<file path="src/rtl/id_ex_stage.sv">
// ID/EX pipeline register with operand forwarding, ALU-source mux and load-use hazard detection.
// Define ID_EX_FORWARD_EN to get the forwarding muxes; without it the stage forwards nothing and fully interlocks instead.
module id_ex_stage #(
  parameter int WIDTH = 32,
  parameter int RA_W  = 5
) (
  input  logic             clk,
  input  logic             rst_n,
  input  logic             stall,
  input  logic             flush,
  input  logic             id_valid,
  input  logic [WIDTH-1:0] id_rs_data,
  input  logic [WIDTH-1:0] id_rt_data,
  input  logic [WIDTH-1:0] id_imm,
  input  logic [RA_W-1:0]  id_rs,
  input  logic [RA_W-1:0]  id_rt,
  input  logic [RA_W-1:0]  id_rd,
  input  logic [2:0]       id_alu_control,
  input  logic             id_alu_src,
  input  logic             id_reg_dst,
  input  logic             id_reg_write,
  input  logic             id_mem_read,
  input  logic             id_mem_write,
  input  logic             id_mem_to_reg,
  input  logic             exmem_reg_write,
  input  logic [RA_W-1:0]  exmem_rd,
  input  logic [WIDTH-1:0] exmem_result,
  input  logic             memwb_reg_write,
  input  logic [RA_W-1:0]  memwb_rd,
  input  logic [WIDTH-1:0] memwb_result,
  output logic [WIDTH-1:0] alu_op1,
  output logic [WIDTH-1:0] alu_op2,
  output logic [2:0]       alu_control,
  output logic [WIDTH-1:0] ex_store_data,
  output logic [RA_W-1:0]  ex_dest,
  output logic             ex_valid,
  output logic             ex_reg_write,
  output logic             ex_mem_read,
  output logic             ex_mem_write,
  output logic             ex_mem_to_reg,
  output logic             load_use_stall
);

  logic             valid_q, reg_write_q, mem_read_q, mem_write_q, mem_to_reg_q, alu_src_q;
  logic [2:0]       alu_ctl_q;
  logic [WIDTH-1:0] rs_data_q, rt_data_q, imm_q;
  logic [RA_W-1:0]  rs_q, rt_q, dest_q;

  logic             rt_used;
  logic             ex_match;
  logic             load_hazard;
  logic [WIDTH-1:0] fwd_rs, fwd_rt;

  // rt is only a true source when the ALU reads it or a store writes it out
  assign rt_used     = !id_alu_src || id_mem_write;
  assign ex_match    = (dest_q != '0) &&
                       ((dest_q == id_rs) || ((dest_q == id_rt) && rt_used));
  assign load_hazard = id_valid && valid_q && mem_read_q && ex_match;

`ifdef ID_EX_FORWARD_EN
  assign load_use_stall = load_hazard;

  always_comb begin
    fwd_rs = rs_data_q;
    if (exmem_reg_write && (exmem_rd != '0) && (exmem_rd == rs_q))
      fwd_rs = exmem_result;
    else if (memwb_reg_write && (memwb_rd != '0) && (memwb_rd == rs_q))
      fwd_rs = memwb_result;
  end

  always_comb begin
    fwd_rt = rt_data_q;
    if (exmem_reg_write && (exmem_rd != '0) && (exmem_rd == rt_q))
      fwd_rt = exmem_result;
    else if (memwb_reg_write && (memwb_rd != '0) && (memwb_rd == rt_q))
      fwd_rt = memwb_result;
  end
`else
  logic mem_match;
  logic unused_fwd;

  // Without bypass paths any in-flight producer in EX or EX/MEM must drain first
  assign mem_match = (exmem_rd != '0) &&
                     ((exmem_rd == id_rs) || ((exmem_rd == id_rt) && rt_used));
  assign load_use_stall = load_hazard ||
                          (id_valid && ((valid_q && reg_write_q && ex_match) ||
                                        (exmem_reg_write && mem_match)));
  assign fwd_rs     = rs_data_q;
  assign fwd_rt     = rt_data_q;
  assign unused_fwd = ^{exmem_result, memwb_reg_write, memwb_rd, memwb_result, rs_q, rt_q};
`endif

  always_ff @(posedge clk) begin
    if (!rst_n || flush || (!stall && load_use_stall)) begin
      valid_q      <= 1'b0;
      reg_write_q  <= 1'b0;
      mem_read_q   <= 1'b0;
      mem_write_q  <= 1'b0;
      mem_to_reg_q <= 1'b0;
      alu_src_q    <= 1'b0;
      alu_ctl_q    <= 3'b000;
      rs_data_q    <= '0;
      rt_data_q    <= '0;
      imm_q        <= '0;
      rs_q         <= '0;
      rt_q         <= '0;
      dest_q       <= '0;
    end else if (!stall) begin
      valid_q      <= id_valid;
      reg_write_q  <= id_reg_write;
      mem_read_q   <= id_mem_read;
      mem_write_q  <= id_mem_write;
      mem_to_reg_q <= id_mem_to_reg;
      alu_src_q    <= id_alu_src;
      alu_ctl_q    <= id_alu_control;
      rs_data_q    <= id_rs_data;
      rt_data_q    <= id_rt_data;
      imm_q        <= id_imm;
      rs_q         <= id_rs;
      rt_q         <= id_rt;
      dest_q       <= id_reg_dst ? id_rd : id_rt;
    end
  end

  assign alu_op1       = fwd_rs;
  assign alu_op2       = alu_src_q ? imm_q : fwd_rt;
  assign ex_store_data = fwd_rt;
  assign alu_control   = alu_ctl_q;
  assign ex_dest       = dest_q;
  assign ex_valid      = valid_q;
  assign ex_reg_write  = valid_q & reg_write_q;
  assign ex_mem_read   = valid_q & mem_read_q;
  assign ex_mem_write  = valid_q & mem_write_q;
  assign ex_mem_to_reg = valid_q & mem_to_reg_q;

endmodule
</file>
<file path="config.mk">
export PLATFORM = sky130hd
export DESIGN_NAME = id_ex_stage
export DESIGN_NICKNAME = d
export VERILOG_FILES = /design/src/rtl/id_ex_stage.sv
export SDC_FILE = /design/constraint.sdc
export NUM_CORES = 1
export LEC_CHECK = 0
export ABC_AREA = 1
export ABC_CLOCK_PERIOD_IN_PS = 1580
export BUFFER_PORTS_ARGS = -buffer_cell sky130_fd_sc_hd__buf_2
export CAP_MARGIN = 15
export CORE_MARGIN = 10
export CORE_UTILIZATION = 42
export DETAILED_ROUTE_END_ITERATION = 7
export PLACE_DENSITY = 0.84
export SLEW_MARGIN = 20
export SYNTH_ARGS = -nofsm -noshare
export SYNTH_HDL_FRONTEND = slang
export SYNTH_SLANG_ARGS = --single-unit
</file>
<file path="constraint.sdc">
create_clock -name clk -period 1.58 [get_ports clk]
set_input_delay 0.316 -clock clk [delete_from_list [all_inputs] [get_ports clk]]
set_output_delay 0.316 -clock clk [all_outputs]
set_load 0.05 [all_outputs]
</file>
# ---- After elaboration in Yosys (flattened, before gate mapping)
# Cells that the tools add are included.
dict set report totals {
  regBits 110
  ramBits 0
  latchBits 0
  romBits 0
  out_inout_bits 110
  n_memories 0
}
dict set report classes {
  multipliers 0
  shifts 0
  n_eq_ne 4
  addsub 0
  mux 2
  bitwise 4
  div_mod_pow 0
  order_cmp 0
  n_reduce_logical 24
}
# operator count
set ops {}
lappend ops {{$mux W32} 1}
lappend ops {{$eq A5 B5 Y1} 4}
lappend ops {{$logic_and A1 B1 Y1} 12}
lappend ops {{$reduce_bool A5 Y1} 2}
lappend ops {{$logic_or A1 B1 Y1} 7}
lappend ops {{$mux W5} 1}
lappend ops {{$and A1 B1 Y1} 4}
lappend ops {{$logic_not A1 Y1} 3}

# ---- Logic depth before layout (Yosys ltp)
dict set report depth {
  ltp_word 11
  ltp_mapped 13
  ltp_nobuf 11
}

# ---- Worst setup path after synthesis
# No wires, ideal clock.
dict set report synth_timing {
  path_type {flip-flop to output port}
  startpoint {reg valid_q, in the netlist ex_valid}
  endpoint {out load_use_stall}
  path_slack_ps -912
  path_buffers 0
  stages_incl_launch_ff 7
  required_time_ps 1264
  arrival_ps 2176
  path_cell_list {dfxtp_1 nand2_1 inv_1 o21ai_0 inv_1 nand2_1 a21oi_1}
}
dict set report synth_via {
  elab_chain_len 5
  word_cells_on_any_way 8
  classes_between {reduce/logical: 8}
}
# item line
set synth_lines {}
lappend synth_lines {{from (decl)} 44} ;# logic valid_q, reg_write_q, mem_read_q, mem_write_q, mem_to_reg_q, alu_src_q;
lappend synth_lines {{from (signal assigned)} 109} ;# valid_q <= id_valid;
lappend synth_lines {{$logic_and A1 B1 Y1 (2 in series)} 86} ;# (id_valid && ((valid_q && reg_write_q && ex_match) ||
lappend synth_lines {{$logic_or A1 B1 Y1} 86}
lappend synth_lines {{$logic_and A1 B1 Y1} 86}
lappend synth_lines {{$logic_or A1 B1 Y1 (*)} 85} ;# assign load_use_stall = load_hazard ||
lappend synth_lines {{to (decl)} 41} ;# output logic load_use_stall
# Mark *: on every way between the ends. The rest lies on a longest branch, timed or not.

# ---- Worst setup path in the final report
dict set report layout_timing {
  startpoint {reg dest_q[4], in the netlist ex_dest[4]}
  endpoint {out load_use_stall}
}
dict set report layout_via {
  elab_chain_len 8
  word_cells_on_any_way 11
  classes_between {eq/ne: 2; reduce/logical: 9}
}
# item line
set layout_lines {}
lappend layout_lines {{from (decl)} 47} ;# logic [RA_W-1:0] rs_q, rt_q, dest_q;
lappend layout_lines {{from (signal assigned)} 121} ;# dest_q <= id_reg_dst ? id_rd : id_rt;
lappend layout_lines {{$eq A5 B5 Y1} 57} ;# ((dest_q == id_rs) || ((dest_q == id_rt) && rt_used));
lappend layout_lines {{$logic_and A1 B1 Y1} 57}
lappend layout_lines {{$logic_or A1 B1 Y1} 57}
lappend layout_lines {{$logic_and A1 B1 Y1 (*)} 56} ;# assign ex_match = (dest_q != '0) &&
lappend layout_lines {{$logic_and A1 B1 Y1} 86}
lappend layout_lines {{$logic_or A1 B1 Y1} 86}
lappend layout_lines {{$logic_and A1 B1 Y1} 86}
lappend layout_lines {{$logic_or A1 B1 Y1 (*)} 85}
# Marks and branches as above.

==> metrics.json <==
{
  "hold_path.startpoint": "id_rs_data[4]",
  "synth_nets": 828,
  "initial_core_util": 0.435,
  "regToRegStartpoint": "ex_dest[3]",
  "mostFrequentLayoutCell": "buf_2",
  "worst_path_largest_cell_delay_ps": 350,
  "finalWirelength_um": 19400,
  "cp_cell_instances": "buf_4 -> xnor2_1 -> nand3_2 -> nand2_2 -> nand2_2 -> a21oi_4 -> buf_6",
  "timing.hold.worst_path_depth": 3,
  "crit_required_ps": 1260,
  "hold_path_end": "alu_op1[4]",
  "fp.dieArea_um2": 16100,
  "final_nets": 1104,
  "irDropWorstVdd_v": 0.000678,
  "worstPathMaxFanout": 3,
  "post-synth-top-area-cell": "dfxtp_1",
  "setup_tns_ps": -23880,
  "maximum_number_of_pins_on_one_net_before_global_route_repair": 31,
  "mapped_cells": 627,
  "groute.layer.met2.usage": 0.388,
  "setup_viol_count_final": 143,
  "status": "complete, but fails checks",
  "worstMarginPinSlew_ps": 767,
  "critical_path_arrival_ps": 1560,
  "cts_buffer_depth": 2,
  "detail_route.iter0.violations": 320,
  "critPathMostFrequentCell": "nand2_2",
  "placed_cells": 990,
  "final_cell_mix": "206 x buf_2, 110 x nor2_1, 104 x nand2_1, 103 x dfxtp_1, 71 x mux2i_1",
  "worst-r2r-cell-count": 12,
  "comb_power_share": 0.237,
  "post_synth.cell_area_avg_um2": 7.66,
  "clock_tree_from_tritoncts": "yes",
  "yosys-top-cells-area": "dfxtp_1 46%, mux2i_1 15%, nand2_1 10%",
  "cp-end-kind": "output port",
  "grt_setup_unrepaired": "true",
  "maximum_capacitance_violations": 0,
  "groute.usage.overall": 0.222,
  "gr-max-usage-layer": "met2",
  "power.clock.fraction": 0.347,
  "layout_setup_ws_ps": -293,
  "gp_congestion": 0.918,
  "power_switching_mw": 2.11,
  "design.core.area_um2": 11000,
  "vias": 5169,
  "multiInputGateArea_um2": 2740,
  "layout_min_cycle_time_ps": 1870,
  "via_count_of_the_first_global_routing_pass": 5380,
  "post_layout_nonfiller_instances": 1052,
  "place.detailed.hpwl_um": 11600,
  "grt.overflow.total": 0,
  "place_worst_setup_slack_ps": -132,
  "critPathTopFamily": "flip-flops",
  "cts.sink_count": 110,
  "worst_r2r_endpoint": "alu_op1[29]",
  "drt_drc_violations_left": 0,
  "cts-root-buf": "clkbuf_16",
  "dominantRegCellSynth": "dfxtp_1",
  "postSynthRegisterBits": 110,
  "power.density_cell_area_nw_per_um2": 853,
  "final-max-slew-violation-count": 0,
  "cts.clk_slew.worst_paths_ps": 70,
  "design.portCount": 311,
  "grt_first_pass_wirelength_um": 28300,
  "post-synth-top-area-fraction": 0.458,
  "cp_slowest_cell": "dfxtp_4",
  "regToRegSetupSlack_ps": -230,
  "layout.area.seq_um2": 2230,
  "routed_via_count_divided_by_cell_count": 4.91,
  "leakagePower_nw": 4.45,
  "drt_first_pass_iters": 5,
  "grtUsageMet3": 0.0754,
  "async_flop_share": 0,
  "synth.lib_cells_used.distinct": 15,
  "total_of_warnings_raised_by_yosys": 0,
  "h-tree-depth": 3,
  "detail-route-antenna-nets": 0,
  "wl_per_cell_um": 18.4,
  "hp-class": "primary input to flop",
  "synthesis.area_um2": 4800,
  "io_buffer_count": 240,
  "grt_antenna_before_repair": 3,
  "globalRouteMet1Util": 0.238,
  "worst_skew_pair.late_latency_ps": 350,
  "clock-skew-final_ps": 6.62,
  "setup.worst_path.class": "flop to output port",
  "die_height_um": 127,
  "synth_enable_flop_cells": 0,
  "final_util": 0.751,
  "timing.critical_path.buf_inv": 2,
  "layout_worst_path_cycle_share": 1.19,
  "cts_buffers": 9,
  "hold_buffers": 0,
  "dieWidth_um": 127,
  "final-hold-violation-count": 0,
  "worstSetupStartpointType": "flop",
  "violations": "setup timing",
  "internal_power_mw": 4.96,
  "fp-row-count": 38,
  "relative_slew_slack": 0.487,
  "fraction_of_power_consumed_by_sequential_logic": 0.416,
  "switching_share": 0.298,
  "synth-seq-area-share": 0.458,
  "fillers": 777,
  "final_layout_size_suffix_gt1_frac": 0.453,
  "synthesis_to_finish_area_growth_pct": 72.5,
  "max_clock_freq_mhz": 534
}
[synth_stat cells (2+ instances only)]
cell type	number
nand2_1	134
nor2_1	125
dfxtp_1	110
o21ai_0	78
mux2i_1	71
inv_1	60
clkbuf_1	15
buf_6	11
buf_2	10
nand3_1	5
a21oi_1	3
xnor2_1	2
[sequential cells by signal, indices dropped and copies added, names as in the netlist, 3 cells and up]
signal         flops
ex_store_data     32
ex_dest            5
alu_op1           32
alu_control        3
imm_q             32
[cells by family after synthesis]
kind of cell | synth area share
AND/OR/NAND/NOR | 0.210
flip-flops | 0.458
buffers and inverters | 0.0956
AO/OA/AOI/OAI | 0.0844
multiplexers | 0.148
XOR/XNOR | 0.00365
[how the worst max path moves through the flow]
stage | from | to | slack [ps] | cells after the start
5_1_grt | ex_dest[1] | load_use_stall | -410 | 9
3_5_place_dp | exmem_rd[3] | load_use_stall | -130 | 10
6_report | ex_dest[4] | load_use_stall | -290 | 7
3_3_place_gp | exmem_rd[3] | load_use_stall | -120 | 10
4_1_cts | ex_dest[2] | load_use_stall | -290 | 9
2_1_floorplan | ex_store_data[12] | alu_op2[12] | -180 | 2
[through the flow]
| stage | hold slack [ps] | area, um^2 | power (mW) |
|---|---|---|---|
| 5_1_grt | 212 | 8280 | 7.32 |
| 6_report | 210 | 8290 | 7.07 |
| 2_1_floorplan | 473 | 4900 | 3.84 |
| 4_1_cts | 200 | 7880 | 6.97 |
| 3_3_place_gp | 482 | 6310 | 4.22 |
| 3_5_place_dp | 495 | 6310 | 4.24 |
[cell type report]
type | count | share of cell area
clock inverters | 7 | 0.0116
clock buffers | 9 | 0.0272
well taps | 140 | 0.0211
multi-input cells | 421 | 0.331
diodes | 4 | 0.00121
flip-flops and latches | 110 | 0.269
repair buffers | 301 | 0.311
inverters | 60 | 0.0281
[worst min-delay path, stage by stage]
cell and delay [ps]:
buf_2 70, mux2i_1 50, nor2_1 80
[repair_timing]
| item | 4_1_cts | 5_1_grt |
|---|---|---|
| gates cloned | 19 | 3 |
| buffers inserted | 19 | 6 |
| pin swaps | 30 | 14 |
| gates resized for setup | 164 | 76 |
| setup endpoints to repair | 136 | 143 |
[power by group through the flow]
stage	logic, mW	registers, mW	clock network, mW
after floorplan	0.605	3.24	0
after global placement	1.23	2.99	0
final	1.67	2.94	2.45
after detailed placement	1.25	2.99	0
after global routing	1.78	2.95	2.59
after CTS	1.56	2.93	2.48
[routing by layer]
layer	share of wire	vias to the layer above	routed length (um)
met5	0	-	0
met4	0.018	0	340
met3	0.092	28	1780
met2	0.52	201	10000
met1	0.37	2402	7210
li1	-	2538	-
Power figures use the tool's default switching activity.
